===== src/rtl/overcooked_pkg.sv =====
// rtl/overcooked_pkg.sv - shared game-logic constants, sprite indices and pot state types
package overcooked_pkg;

  localparam logic [7:0] KEY_E        = 8'h08;
  localparam logic [3:0] TILE_COUNTER = 4'd1;
  localparam logic [3:0] TILE_STOVE   = 4'd3;
  localparam logic [3:0] TILE_VENT    = 4'd8;

  localparam logic [2:0] SPR_NONE  = 3'd0;
  localparam logic [2:0] SPR_ONION = 3'd1;
  localparam logic [2:0] SPR_PLATE = 3'd2;

  localparam logic [1:0] PLATE_EMPTY = 2'd0;

  typedef enum logic [1:0] {
    POT_EMPTY   = 2'd0,
    POT_READY   = 2'd1,
    POT_COOKING = 2'd2,
    POT_BURNT   = 2'd3
  } pot_state_t;

  typedef enum logic [2:0] {
    S_EMPTY,
    S_FILLING,
    S_COOKING,
    S_DONE,
    S_BURNT
  } pot_fsm_t;

  function automatic pot_state_t pot_state_of(input pot_fsm_t s);
    case (s)
      S_COOKING: pot_state_of = POT_COOKING;
      S_DONE:    pot_state_of = POT_READY;
      S_BURNT:   pot_state_of = POT_BURNT;
      default:   pot_state_of = POT_EMPTY;
    endcase
  endfunction

endpackage


===== src/rtl/key_debounce.sv =====
// rtl/key_debounce.sv - per-frame key debounce: accepts one press after >= 3 idle frames
module key_debounce
  import overcooked_pkg::*;
#(
  parameter logic [7:0] KEY = KEY_E
) (
  input  logic       i_clk,
  input  logic       i_reset,
  input  logic [7:0] i_keycode,
  output logic       o_accept
);

  logic [3:0] r_count;
  logic       w_is_key;

  assign w_is_key = (i_keycode == KEY);
  assign o_accept = w_is_key && (r_count >= 4'd3);

  // Holding the key leaves the counter at 0, so only the first frame of a hold is accepted.
  always_ff @(posedge i_clk) begin
    if (i_reset) begin
      r_count <= 4'd0;
    end else if (!w_is_key) begin
      if (r_count != 4'hF) r_count <= r_count + 4'd1;
    end else if (o_accept) begin
      r_count <= 4'd0;
    end
  end

endmodule


===== src/rtl/stove_pot.sv =====
// rtl/stove_pot.sv - stove pot: onion deposits, cook timer, soup handoff to plate
// Optional burning of uncollected soup is enabled by defining POT_BURN_EN.
module stove_pot #(
  parameter int ONIONS_PER_SOUP = 3,
  parameter int COOK_FRAMES     = 300,
  parameter int BURN_FRAMES     = 600
) (
  input  logic       frame_clk,
  input  logic       Reset,
  input  logic [7:0] keycode,
  input  logic       wallFlag,
  input  logic [3:0] tileType,
  input  logic [2:0] spriteIndexIn,
  input  logic [1:0] plateState,
  output logic [1:0] potState,
  output logic [1:0] onionCount,
  output logic [9:0] cookTimer,
  output logic       onionConsumed,
  output logic       soupTaken
);
  import overcooked_pkg::*;

  if (ONIONS_PER_SOUP < 1 || ONIONS_PER_SOUP > 3 || COOK_FRAMES < 1 || COOK_FRAMES > 1023 ||
      BURN_FRAMES < 1 || BURN_FRAMES > 1023) begin : g_bad_params
    $error("stove_pot: parameter out of range");
  end

  localparam logic [1:0] LP_ONIONS    = 2'(ONIONS_PER_SOUP);
  localparam logic [9:0] LP_COOK_LAST = 10'(COOK_FRAMES - 1);
`ifdef POT_BURN_EN
  localparam logic [9:0] LP_BURN_LAST = 10'(BURN_FRAMES - 1);
`endif

  pot_fsm_t   r_state, w_state_next;
  pot_state_t r_pot_state;
  logic [1:0] r_onion_count, w_onion_count_next;
  logic [9:0] r_cook_timer, w_cook_timer_next;
  logic       r_onion_consumed, w_onion_consumed_next;
  logic       r_soup_taken, w_soup_taken_next;
  logic       w_accept;
  logic       w_interact;

  key_debounce #(.KEY(KEY_E)) u_debounce (
    .i_clk     (frame_clk),
    .i_reset   (Reset),
    .i_keycode (keycode),
    .o_accept  (w_accept)
  );

  assign w_interact = w_accept && wallFlag && (tileType == TILE_STOVE);

  always_comb begin
    w_state_next          = r_state;
    w_onion_count_next    = r_onion_count;
    w_cook_timer_next     = r_cook_timer;
    w_onion_consumed_next = 1'b0;
    w_soup_taken_next     = 1'b0;
    case (r_state)
      S_EMPTY, S_FILLING: begin
        if (w_interact && spriteIndexIn == SPR_ONION) begin
          w_onion_count_next    = r_onion_count + 2'd1;
          w_onion_consumed_next = 1'b1;
          if (w_onion_count_next == LP_ONIONS) begin
            w_state_next      = S_COOKING;
            w_cook_timer_next = 10'd0;
          end else begin
            w_state_next = S_FILLING;
          end
        end
      end
      S_COOKING: begin
        if (r_cook_timer == LP_COOK_LAST) begin
          w_state_next      = S_DONE;
          w_cook_timer_next = 10'd0;
        end else begin
          w_cook_timer_next = r_cook_timer + 10'd1;
        end
      end
      S_DONE: begin
        // A pickup on the burn frame still delivers the soup.
        if (w_interact && spriteIndexIn == SPR_PLATE && plateState == PLATE_EMPTY) begin
          w_soup_taken_next  = 1'b1;
          w_state_next       = S_EMPTY;
          w_onion_count_next = 2'd0;
          w_cook_timer_next  = 10'd0;
        end
`ifdef POT_BURN_EN
        else if (r_cook_timer == LP_BURN_LAST) begin
          w_state_next      = S_BURNT;
          w_cook_timer_next = 10'd0;
        end else begin
          w_cook_timer_next = r_cook_timer + 10'd1;
        end
`endif
      end
`ifdef POT_BURN_EN
      S_BURNT: begin
        if (w_interact && (spriteIndexIn == SPR_NONE || spriteIndexIn == SPR_PLATE)) begin
          w_state_next       = S_EMPTY;
          w_onion_count_next = 2'd0;
        end
      end
`endif
      default: begin
        w_state_next       = S_EMPTY;
        w_onion_count_next = 2'd0;
        w_cook_timer_next  = 10'd0;
      end
    endcase
  end

  always_ff @(posedge frame_clk) begin
    if (Reset) begin
      r_state          <= S_EMPTY;
      r_pot_state      <= POT_EMPTY;
      r_onion_count    <= 2'd0;
      r_cook_timer     <= 10'd0;
      r_onion_consumed <= 1'b0;
      r_soup_taken     <= 1'b0;
    end else begin
      r_state          <= w_state_next;
      r_pot_state      <= pot_state_of(w_state_next);
      r_onion_count    <= w_onion_count_next;
      r_cook_timer     <= w_cook_timer_next;
      r_onion_consumed <= w_onion_consumed_next;
      r_soup_taken     <= w_soup_taken_next;
    end
  end

  assign potState      = r_pot_state;
  assign onionCount    = r_onion_count;
  assign cookTimer     = r_cook_timer;
  assign onionConsumed = r_onion_consumed;
  assign soupTaken     = r_soup_taken;

endmodule


===== config.mk =====
export PLATFORM = sky130hd
export DESIGN_NAME = stove_pot
export DESIGN_NICKNAME = d
export VERILOG_FILES = /design/src/rtl/overcooked_pkg.sv /design/src/rtl/key_debounce.sv /design/src/rtl/stove_pot.sv
export SDC_FILE = /design/constraint.sdc
export NUM_CORES = 1
export LEC_CHECK = 0
export ABC_AREA = 1
export BUFFER_PORTS_ARGS = -buffer_cell sky130_fd_sc_hd__buf_2
export CAP_MARGIN = 20
export CORE_UTILIZATION = 46
export DETAILED_ROUTE_END_ITERATION = 10
export GPL_TIMING_DRIVEN = 1
export PLACE_DENSITY = 0.79
export SYNTH_ARGS = -nofsm -noshare
export SYNTH_HDL_FRONTEND = slang
export SYNTH_SLANG_ARGS = --single-unit

===== constraint.sdc =====
create_clock -name frame_clk -period 1.4 [get_ports frame_clk]
set_clock_uncertainty 0.15 [all_clocks]
set_input_delay 0.42 -clock frame_clk [delete_from_list [all_inputs] [get_ports frame_clk]]
set_output_delay 0.42 -clock frame_clk [all_outputs]
set_load 0.01 [all_outputs]

==> flow_metrics.env <==
export IMPL_seq_power_share_pct=58.3
export IMPL_cp_startpoint="u_debounce.r_count[0]"
export IMPL_grt_pass1_vias=1418
export IMPL_track_usage_pct=24.9
export IMPL_p_leak_nw=1.01
export IMPL_wl_per_cell_um=13.4
export IMPL_grt_max_degree=13
export IMPL_postSynthAreaPerCell_um2=7.09
export IMPL_hold_violations=0
export IMPL_crit_path_start_kind="flop"
export IMPL_io_pins=36
export IMPL_cellPowerDensity_nw_per_um2=547
export IMPL_synth_top_area_share_pct=34.7
export IMPL_drive_gt1_share_pct=53.1
export IMPL_fin_tns_setup_ps=-1350
export IMPL_path_clk_slew_ps=120
export IMPL_ff2ff_setup_slack_ps=-110
export IMPL_total_power_mw=1.16
export IMPL_p_sw_share_pct=26.3
export IMPL_syn_to_final_growth_pct=59.4
export IMPL_setup_slack_ps=-110
export IMPL_critical_path_max_fanout=6
export IMPL_min_to="cookTimer[9]"
export IMPL_wl_met2_um=2070
export IMPL_timing_rr_end="cookTimer[2]"
export IMPL_period_needed_ps=1510
export IMPL_ys_types=31
export IMPL_path_class="flop to flop"
export IMPL_wl_met3_um=206
export IMPL_die_area_um2=3100
export IMPL_yosys_warnings=0
export IMPL_clock_sinks=23
export IMPL_crit_required_ps=1500
export IMPL_num_antenna_cells=0
export IMPL_cts_buffers=3
export IMPL_hold_depth=2
export IMPL_via_per_inst=5.34
export IMPL_ir_drop_mv=0.610
export IMPL_rows=19
export IMPL_hp_class="input pin to flop"
export IMPL_highest_layer="met4"
export IMPL_finalWirelength_um=3890
export IMPL_layout_nets=284
export IMPL_cts_root_buf="clkbuf_4"
export IMPL_netlist_top_cells_area="dfxtp_1 (35%), nand2_1 (12%), inv_1 (7.9%)"
export IMPL_postRouteAntennaNets=0
export IMPL_slew_viol_final=0
export IMPL_antenna_found_initial=0
export IMPL_power_share_clock_pct=26.1
export IMPL_setup_violations=23
export IMPL_syn_inst=187
export IMPL_maxCapViolCount=0
export IMPL_timing_rr_start="u_debounce.r_count[0]"
export IMPL_die_x_um=55.7
export IMPL_rsz0062_at_grt="true"
export IMPL_globalplace_congestion=0.896
export IMPL_insertion_delay_ps=310
export IMPL_wl_met1_um=1520
export IMPL_grt_pass1_wl_um=6150
export IMPL_port_buffers=35
export IMPL_status="complete, but fails checks"
export IMPL_timing_final_crit_share_pct=108
export IMPL_reg2reg_depth=8
export IMPL_via_count=1553
export IMPL_cts_max_path_buffers=2
export IMPL_yosysTopAreaCell="dfxtp_1"
export IMPL_drt_pass1_iterations=4
export IMPL_yosysSeqAreaShare_pct=34.7
export IMPL_fill_cells=202
export IMPL_ctsHoldBuffers=0
export IMPL_netlist_area_um2=1330
export IMPL_dpl_hpwl_um=2470
export IMPL_start_util_pct=48.5
export IMPL_core_area_um2=2730
export IMPL_drt_initial_drc_count=93
export IMPL_worstPathArrival_ps=1610
export IMPL_drcViolationCount=0
export IMPL_overflow=0
export IMPL_crit_path_end_kind="flop"
export IMPL_fmax_mhz=662
export IMPL_ys_ff_latch=23
export IMPL_p_int_mw=0.852
export IMPL_cts_tree="built"
export IMPL_htreeDepth=1
export IMPL_failed_checks="negative setup slack"
export IMPL_worstHoldStart="Reset"
export IMPL_switching_power_mw=0.305
export IMPL_syn_nets=210
export IMPL_combinationalPowerShare_pct=15.6
export IMPL_die_h_um=55.7
-- layout by cell type (no fill, tap or decap), types with 2 or more instances in the layout --
cell type / instances
nand2_1: 32
buf_4: 27
buf_2: 26
inv_1: 25
buf_6: 16
nor2_1: 15
nand2_2: 13
dfxtp_1: 11
dfxtp_2: 8
nand3_1: 7
nor2_4: 6
nor3_1: 6
nand4_1: 6
a21oi_2: 6
a21oi_1: 6
nand2_4: 5
o21ai_0: 5
dfxtp_4: 4
nor2_2: 3
inv_2: 3
clkbuf_4: 3
nor3_2: 2
nand4_4: 2
nor3_4: 2
nand3_4: 2
nand3_2: 2
o21ai_2: 2
ha_4: 2
-- synthesized netlist by cell type --
cell type,number
a21oi_1,12
clkbuf_1,1
conb_1,1
dfxtp_1,23
ha_1,3
inv_1,28
inv_2,1
nand2_1,43
nand2_2,6
nand2_4,2
nand3_1,8
nand3_2,1
nand3_4,1
nand4_1,6
nand4_4,2
nor2_1,21
nor2_2,2
nor2_4,1
nor2_8,1
nor3_1,7
nor3_2,2
nor3_4,1
nor4_1,1
o211a_1,1
o211ai_1,1
o21ai_0,6
o21ai_1,1
o21ai_2,1
o22ai_1,1
or2_2,1
xor2_1,1
-- sequential cells by signal, summed over array words and instances (netlist names) --
name and cells:
cookTimer 10, u_debounce.r_count 4, r_state 3, onionCount 2, potState 2, onionConsumed 1, soupTaken 1
-- cell type report --
type                       instances  area [um^2]  share of cell area, %
multi-input combinational        135          935                   44.2
timing repair buffer              69          513                   24.3
clock buffer                       4         26.3                   1.24
inverter                          29          116                   5.50
sequential                        23          485                   23.0
tap                               31         38.8                   1.83
-- metal layers --
| metal | vias up | global-route usage, % |
|---|---|---|
| met3 | 12 | 3.26 |
| met5 | - | 0 |
| li1 | 756 | - |
| met4 | 0 | 9.64 |
| met2 | 61 | 44.6 |
| met1 | 724 | 29.9 |
-- kinds of logic (layout without fill, tap and decap cells) --
logic type	count (synthesis)	in the layout	share of synthesized area, %
and+or+nand+nor	106	107	43.4
buffers and inverters	30	102	8.49
AOI/OAI and AO/OA	23	23	9.62
DFF	23	23	34.7
adders and majority gates	3	3	2.83
other	1	1	0.283
xor gates and xnor gates	1	1	0.660
-- metrics by stage --
step / hold WS [ps] / instance area [um^2] / util [%] / instances / setup slack [ps]
final: 174 / 2110 / 77.3 / 291 / -110
after global routing: 159 / 2110 / 77.3 / 291 / -145
after CTS: 155 / 1970 / 72.1 / 288 / -70.1
after detailed placement: 353 / 1750 / 63.9 / 275 / -357
after global placement: 346 / 1750 / 63.9 / 275 / -295
after floorplan: 326 / 1370 / - / 187 / -98.2
-- power by group through the flow --
stage | registers, mW | clock network (mW) | logic [mW]
5_1_grt | 0.676 | 0.338 | 0.196
2_1_floorplan | 0.693 | 0 | 0.0828
3_5_place_dp | 0.691 | 0 | 0.155
3_3_place_gp | 0.691 | 0 | 0.149
6_report | 0.674 | 0.302 | 0.180
4_1_cts | 0.681 | 0.311 | 0.167
-- how the worst max path moves through the flow --
stage,endpoint,slack [ps],cells after the start
3_3_place_gp,cookTimer[0],-290,10
5_1_grt,cookTimer[2],-150,8
2_1_floorplan,cookTimer[0],-100,9
6_report,cookTimer[2],-110,8
3_5_place_dp,cookTimer[0],-360,10
4_1_cts,cookTimer[6],-70,8
-- critical path, stage by stage (launching register included) --
cell and delay [ps]:
dfxtp_2 360, ha_4 170, nor2_4 110, nand2_4 90, nand4_4 110, nand2_8 90, nand3_4 140, nand2_2 80
a21oi_2 150
-- what timing repair did --
action / 4_1_cts / 5_1_grt
cloned: 1 / 0
endpoints found under the setup margin: 29 / 30
gates resized for setup: 35 / 36
pin swaps: 17 / 18
setup buffers: 9 / 6
Power figures use the tool's default switching activity.
